### src/rtl/cam_ternary_pipe.sv
// cam_ternary_pipe: ternary CAM with per-slice care masks, 2-stage search pipeline and sequential flush.
// Optional CAM_MATCH_COUNT_EN adds a registered popcount of the hit vector (match_count).
module cam_ternary_pipe #(
  parameter int DATA_WIDTH = 64,
  parameter int ADDR_WIDTH = 5,
  parameter int SLICE_WIDTH = 4,
  localparam int DEPTH = 2 ** ADDR_WIDTH,
  localparam int SLICES = (DATA_WIDTH + SLICE_WIDTH - 1) / SLICE_WIDTH
) (
  input  logic                  clk,
  input  logic                  rst_n,
  input  logic                  write_valid,
  output logic                  write_ready,
  input  logic [ADDR_WIDTH-1:0] write_addr,
  input  logic [DATA_WIDTH-1:0] write_data,
  input  logic [SLICES-1:0]     write_mask,
  input  logic                  write_delete,
  input  logic                  search_valid,
  output logic                  search_ready,
  input  logic [DATA_WIDTH-1:0] search_data,
  input  logic                  flush_req,
  output logic                  flush_busy,
  output logic                  match_valid,
  output logic                  match,
  output logic                  match_multi,
  output logic [DEPTH-1:0]      match_many,
  output logic [DEPTH-1:0]      match_single,
  output logic [ADDR_WIDTH-1:0] match_addr
`ifdef CAM_MATCH_COUNT_EN
  ,output logic [ADDR_WIDTH:0]  match_count
`endif
);
  typedef enum logic {IDLE, FLUSH} state_t;
  state_t state, state_nx;
  logic up, wr, sr, s1_v;
  logic [ADDR_WIDTH-1:0] cnt, enc;
  logic [DATA_WIDTH-1:0] key [DEPTH];
  logic [SLICES-1:0] mask [DEPTH];
  logic [DEPTH-1:0] valid, hit, s1_many;
  // up holds the readys low until the first edge after reset release
  assign write_ready = up && state == IDLE;
  assign search_ready = up && state == IDLE;
  assign flush_busy = state == FLUSH;
  assign wr = write_valid && write_ready;
  assign sr = search_valid && search_ready;
  always_comb state_nx = state == IDLE ? (up && flush_req ? FLUSH : IDLE) : (cnt == '1 ? IDLE : FLUSH);
  for (genvar i = 0; i < DEPTH; i++) begin : g_e
    logic [DATA_WIDTH-1:0] care;
    for (genvar b = 0; b < DATA_WIDTH; b++) begin : g_b
      assign care[b] = mask[i][b / SLICE_WIDTH];
    end
    assign hit[i] = valid[i] && ((key[i] ^ search_data) & care) == '0;
  end
  always_comb begin
    enc = '0;
    for (int k = DEPTH - 1; k >= 0; k--) if (s1_many[k]) enc = ADDR_WIDTH'(k);
  end
`ifdef CAM_MATCH_COUNT_EN
  logic [ADDR_WIDTH:0] pc;
  always_comb begin
    pc = '0;
    for (int k = 0; k < DEPTH; k++) pc = pc + (ADDR_WIDTH + 1)'(s1_many[k]);
  end
  always_ff @(posedge clk or negedge rst_n)
    if (!rst_n) match_count <= '0;
    else if (s1_v) match_count <= pc;
`endif
  always_ff @(posedge clk)
    if (wr && !write_delete) begin
      key[write_addr] <= write_data;
      mask[write_addr] <= write_mask;
    end
  always_ff @(posedge clk or negedge rst_n)
    if (!rst_n) begin
      state <= IDLE;
      up <= 1'b0;
      cnt <= '0;
      valid <= '0;
      s1_v <= 1'b0;
      s1_many <= '0;
      match_valid <= 1'b0;
      match <= 1'b0;
      match_multi <= 1'b0;
      match_many <= '0;
      match_single <= '0;
      match_addr <= '0;
    end else begin
      up <= 1'b1;
      state <= state_nx;
      cnt <= state == FLUSH ? cnt + 1'b1 : '0;
      if (state == FLUSH) valid[cnt] <= 1'b0;
      else if (wr) valid[write_addr] <= !write_delete;
      s1_v <= sr;
      if (sr) s1_many <= hit;
      match_valid <= s1_v;
      if (s1_v) begin
        match <= |s1_many;
        match_multi <= |(s1_many & (s1_many - DEPTH'(1)));
        match_many <= s1_many;
        match_single <= s1_many & (~s1_many + DEPTH'(1));
        match_addr <= enc;
      end
    end
endmodule

### config.mk
export PLATFORM = sky130hd
export DESIGN_NAME = cam_ternary_pipe
export DESIGN_NICKNAME = d
export VERILOG_FILES = /design/src/rtl/cam_ternary_pipe.sv
export SDC_FILE = /design/constraint.sdc
export NUM_CORES = 2
export LEC_CHECK = 0
export ABC_AREA = 1
export BUFFER_PORTS_ARGS = -buffer_cell sky130_fd_sc_hd__buf_4
export CAP_MARGIN = 20
export CELL_PAD_IN_SITES_DETAIL_PLACEMENT = 1
export CELL_PAD_IN_SITES_GLOBAL_PLACEMENT = 2
export CORE_MARGIN = 5
export CORE_UTILIZATION = 45
export DETAILED_ROUTE_END_ITERATION = 8
export GPL_ROUTABILITY_DRIVEN = 0
export PLACE_DENSITY_LB_ADDON = 0.1
export SLEW_MARGIN = 20
export SYNTH_ARGS = -nofsm -noshare
export SYNTH_HDL_FRONTEND = slang
export SYNTH_SLANG_ARGS = --single-unit
### constraint.sdc
create_clock -name clk -period 10.37 [get_ports clk]
set_input_delay 0.5185 -clock clk [delete_from_list [all_inputs] [get_ports clk]]
set_output_delay 0.5185 -clock clk [all_outputs]
set_load 0.01 [all_outputs]
### Word-level counts from Yosys, hierarchy flattened

Memory sizes are Yosys's and may differ from the RTL's.
Index checks and enable logic that the tools add are counted.
Widths: inputs -> output; s select.

* memory bits (writable): 2560
* register bits: 144
* memories: 2
* input bits: 155

Memory list
* key: words 32, width 64, read ports 32, clocked after memory_dff 0, wr ports 1, line 37 `logic [DATA_WIDTH-1:0] key [DEPTH];`
* mask: words 32, width 16, read ports 32, clocked after memory_dff 0, wr ports 1, line 38 `logic [SLICES-1:0] mask [DEPTH];`

* multiplexer cells: 45
* equal/unequal tests: 1
* reductions and logical operators: 75
* bitwise gates (word level): 70
* $add $sub $neg: 3
* $lt $le $gt $ge: 4

Operators by type and width (number)
* $and 64x64->64: 32
* $logic_not 64->1: 32
* $xor 64x64->64: 32
* $mux 5: 33
* $and 32x32->32: 3
* $mux 32: 2
* $not 32->32: 2
* $reduce_or 32->1: 2
* $logic_and 1x1->1: 39
* $add 32x1->32 const B: 1
* $bwmux 32: 1
* $sub 32x1->32 const B: 1
* $lt 5x6->1 const B: 2
* $demux 1 s5: 2
* $ge 5x1->1 const B: 2
* $mux 1: 7
* $add 5x1->5 const B: 1
* $eq 5x5->1 const B: 1
* $reduce_bool 2->1: 1
* $logic_not 1->1: 1
* $not 1->1: 1

### Depth between registers and ports, before layout

* depth after elaboration: 32
* mapped depth: 33
* depth with buffers taken out: 33

### Least setup slack after synthesis

OpenSTA, ideal clock, no wires.

* path type: reg2reg
* start point: register state (netlist: flush_busy)
* end point: memory key[20][0] (enable)
* clock period less this slack: 9.634 ns
* path slack: 0.736 ns
* buffers on the path: 2
* library setup time: 0.715 ns
* stages on the path, launching flop included: 8
* arrival time: 8.919 ns
* cells stage by stage: dfrtp_1 clkbuf_1 inv_1 nand2_1 inv_1 nand2_1 clkbuf_1 nor4_1

* cells in the longest elaborated chain, start to end: 6

Ends and longest elaborated chain
* start: declaration: line 34 `state_t state, state_nx;`
* start signal: assignment: line 89 `state <= state_nx;`
* $not 1->1
* $logic_and 1x1->1
* named net search_ready: line 19 `output logic search_ready,`
* $logic_and 1x1->1: line 44 `assign wr = write_valid && write_ready;`
* $logic_and 1x1->1: line 69 `if (wr && !write_delete) begin`
* $mux 1: line 69
* $mux 1 (not written as such): line 70 `key[write_addr] <= write_data;`
* end: declaration: line 37

The timed path passes the listed nets, and every way through them passes these cells.

### Worst setup path after layout

* start point: register state (netlist: flush_busy)
* end point: memory key[23][22] (enable)

* cells in the longest elaborated chain, start to end: 6

Ends and longest elaborated chain
* $not 1->1
* $logic_and 1x1->1: line 41 `assign write_ready = up && state == IDLE;`
* $logic_and 1x1->1: line 44
* $logic_and 1x1->1: line 69
* $mux 1: line 69
* $mux 1 (not written as such): line 70

No other way between the ends.

==> metrics <==
setup bufs post-CTS 0; Max H-tree Level 5; Setup-failing EPs final 0; Max Cap Viol 0; CP max stage delay 0.59 ns; Post-synth EDFFs 2,560; worst endpoint required time 10.90 ns; CP cell instances inv_1 > nand2_1 > inv_1 > nand2_1 > buf_4 > clkinv_1 > nand3_1 > nor2_4 > buf_4 > buf_4; Setup crit end kind flop; area grow syn2layout 13.78%; WL met2 164,600 um; DR top layer met5; detailed-router iteration count before antenna repair 6; worst rel slew slack 0.06919; Routed Antenna Nets 0; CP Class reg2reg; RSZ-0062 raised after global routing false; status completed; share of cells above drive strength 1 0.1123; Cells after Synth 6,531; flop-to-flop setup slack 6.40 ns; Tmin final 3.974 ns; Setup crit end key[23][22]; clock power share 0.421; clock tree root buffer cell clkbuf_16; Syn Std Cell Area 108,400 um2; clk_skew 0.05350 ns; syn avg cell area 16.60 um2; Crit Path Max Fanout 36; metal1 wirelength 145,200 um; min-delay worst type in2reg; most frequent CP cell buf_4; Seq cells post-synth 2,703; largest net degree at the start of global routing 81; Vias/cell 5.724; sequential power share 0.515; # IOs 230; Seq/Total Area, Yosys 0.7421; Final Cycle Share 0.3832; pwr dens 191.0 nW/um2; Peak VDD IR 0.1678 mV; antenna violations before repair 21; switching power 5363 uW; met3 wire len 22,050 um; most instantiated library cell after synthesis edfxtp_1; clock-pin transition on the worst setup and hold timing paths 0.06 ns; Initial Util 0.4516; f_max 251.6 MHz; Worst R2R Path Depth 10; final hold viol count 0; clock latency on the worst-skew pair 0.94 ns; Worst setup SP type flop; CTS-repair resized insts 0; TritonCTS clock tree done; Tightest Pin Transition 1.378 ns; drt wl/cell 33.03 um; Synth async-reset ratio 0.05290; Pint 18,200 uW; top-area cell type share of the netlist area 0.7091; top cells by count, synth edfxtp_1 (2,560), xor2_1 (1,306), xnor2_1 (742), o41ai_1 (325), nand2_1 (316); Largest delay share family, worst path buffers and inverters; Worst Path Arrival 4.50 ns; die area 250,800 um2; Synth warnings 0; global-route wire length before repair 472,400 um; Yosys top cell by area edfxtp_1; vias in the first global route 60,886; CTS buffer count 305; Crit path depth 10; leakage power 0.04070 uW; core area 240,100 um2; sw frac 0.2276; nets 7,061; r2r endpoint key[23][22]; Slew Viols, Final 0; FP Rows 180; CTS max path bufs 4; critical path buffer and inverter count 6; Initial DRC Count 5,457; synth unique cells 40; Gate power share 0.064; Port Buf Inserts 229; slowest CP cell buf_4; Overall Global Routing Usage 0.2685; via count of the routed design 58,945; DRT Wirelength 340,100 um; Die Span Y 500.8 um; top post-synthesis cells by area edfxtp_1 (71%), xor2_1 (11%), xnor2_1 (6.0%); final core area utilization 0.5138; HPWL Detailed 197,800 um; chip width 500.8 um; CTS Sinks 2,703; Critical Path Source flush_busy; DRC Markers 0; final setup TNS 0 ns; gr ovfl total 0; Syn Nets 6,691; R2R Path Start flush_busy; Synth Flop Type edfxtp_1
==> worst min-delay path: cells and delay by family <==
family	cells	cell delay (ns)
AOI/OAI and AO/OA	2	0.23
buffers and inverters	1	0.10
and+or+nand+nor	1	0.09
==> timing repair <==
| item | 4_1_cts | 5_1_grt |
|---|---|---|
| hold buffers | 3 | 0 |
| setup endpoints to repair | 0 | 0 |
| hold endpoints to repair | 96 | 0 |
==> layer usage <==
metal  track usage  up-vias
met5             0        -
met1        0.3700    31702
met3       0.04787      369
li1              -    24955
met2        0.4465     1915
met4       0.06308        4
==> cell families after synthesis <==
group                      count (synthesis)  share of synthesized area
adders and majority gates                  5                  0.0005771
DFF                                     2703                     0.7421
AOI/OAI and AO/OA                        582                    0.04239
other                                      1                 0.00003459
and+or+nand+nor                          776                    0.03496
xor gates and xnor gates                2048                     0.1655
buffers and inverters                    416                    0.01447
==> stage by stage <==
| step | hold slack, ns | worst slack, ns | std cells | power, uW | area (um2) |
|---|---|---|---|---|---|
| 6_report | 0.07816 | 6.396 | 10297 | 23560 | 123400 |
| 5_1_grt | 0.03218 | 6.137 | 10293 | 24370 | 123300 |
| 4_1_cts | 0.004491 | 6.378 | 10291 | 23770 | 123300 |
| 3_5_place_dp | 0.4636 | 6.045 | 9775 | 13870 | 114300 |
| 3_3_place_gp | 0.4564 | 6.080 | 9773 | 13850 | 114200 |
| 2_1_floorplan | 0.2229 | 0.7359 | 6531 | 13070 | 108400 |
==> power by group through the flow <==
stage               registers [uW]  clock network, uW  logic [uW]
global placement             12400                  0        1500
global route                 12100              10600        1620
finish                       12100               9920        1510
floorplan                    12300                  0         742
CTS                          12100              10100        1530
detailed placement           12400                  0        1520
==> final cells by class <==
class | count | area (um2)
Sequential cell | 2703 | 80450
Timing Repair Buffer | 352 | 2705
Clock buffer | 395 | 8189
Multi-Input combinational cell | 3412 | 26760
Fill cell | 22257 | 116700
Clock inverter | 118 | 774.5
Tap cell | 3185 | 3985
Inverter | 127 | 476.7
Antenna cell | 5 | 12.51
==> cells in the final DEF (no fill, tap or decap), types with 9 or more instances in the layout <==
| cell type | Yosys | routed |
|---|---|---|
| o31ai_1 | 9 | 9 |
| inv_1 | 114 | 113 |
| xnor2_1 | 742 | 742 |
| nand4_1 | 264 | 264 |
| nor2_4 | 7 | 26 |
| o41ai_2 | 0 | 16 |
| xor2_1 | 1306 | 1306 |
| nor4_1 | 12 | 11 |
| clkinv_2 | 0 | 36 |
| a221oi_1 | 55 | 52 |
| o21ai_0 | 62 | 62 |
| nor3_2 | 0 | 12 |
| nor3_1 | 25 | 13 |
| o22ai_1 | 33 | 33 |
| edfxtp_1 | 2560 | 2560 |
| nand2_1 | 316 | 316 |
| a22oi_1 | 23 | 23 |
| bufinv_16 | 0 | 9 |
| o41ai_1 | 325 | 308 |
| clkinv_1 | 3 | 67 |
| o21a_1 | 10 | 10 |
| inv_2 | 10 | 10 |
| buf_4 | 2 | 341 |
| o32ai_1 | 17 | 17 |
| clkbuf_1 | 126 | 76 |
| nor2_1 | 91 | 72 |
| a21oi_1 | 31 | 31 |
| nand3_1 | 53 | 53 |
| clkbuf_16 | 0 | 312 |
| dfrtp_1 | 143 | 143 |
==> worst min path at each step <==
stage,slack (ns),to,from,cells after the start
after floorplan,0.22,cnt[0],rst_n,0
after global placement,0.46,match_many[11],match_many[11],2
after detailed placement,0.46,match_many[15],match_many[15],2
after CTS,0.004,valid[20],write_addr[0],4
after global routing,0.03,key[14][10],write_data[10],1
final,0.08,valid[20],write_addr[0],4
==> registers in the layout (all words and copies together), names as in the netlist, 5 cells and up <==
signal,flops
cnt,5
s1_many,32
match_addr,5
key,2048
valid,32
match_single,31
mask,512
match_many,32
Power figures use the tool's default switching activity.
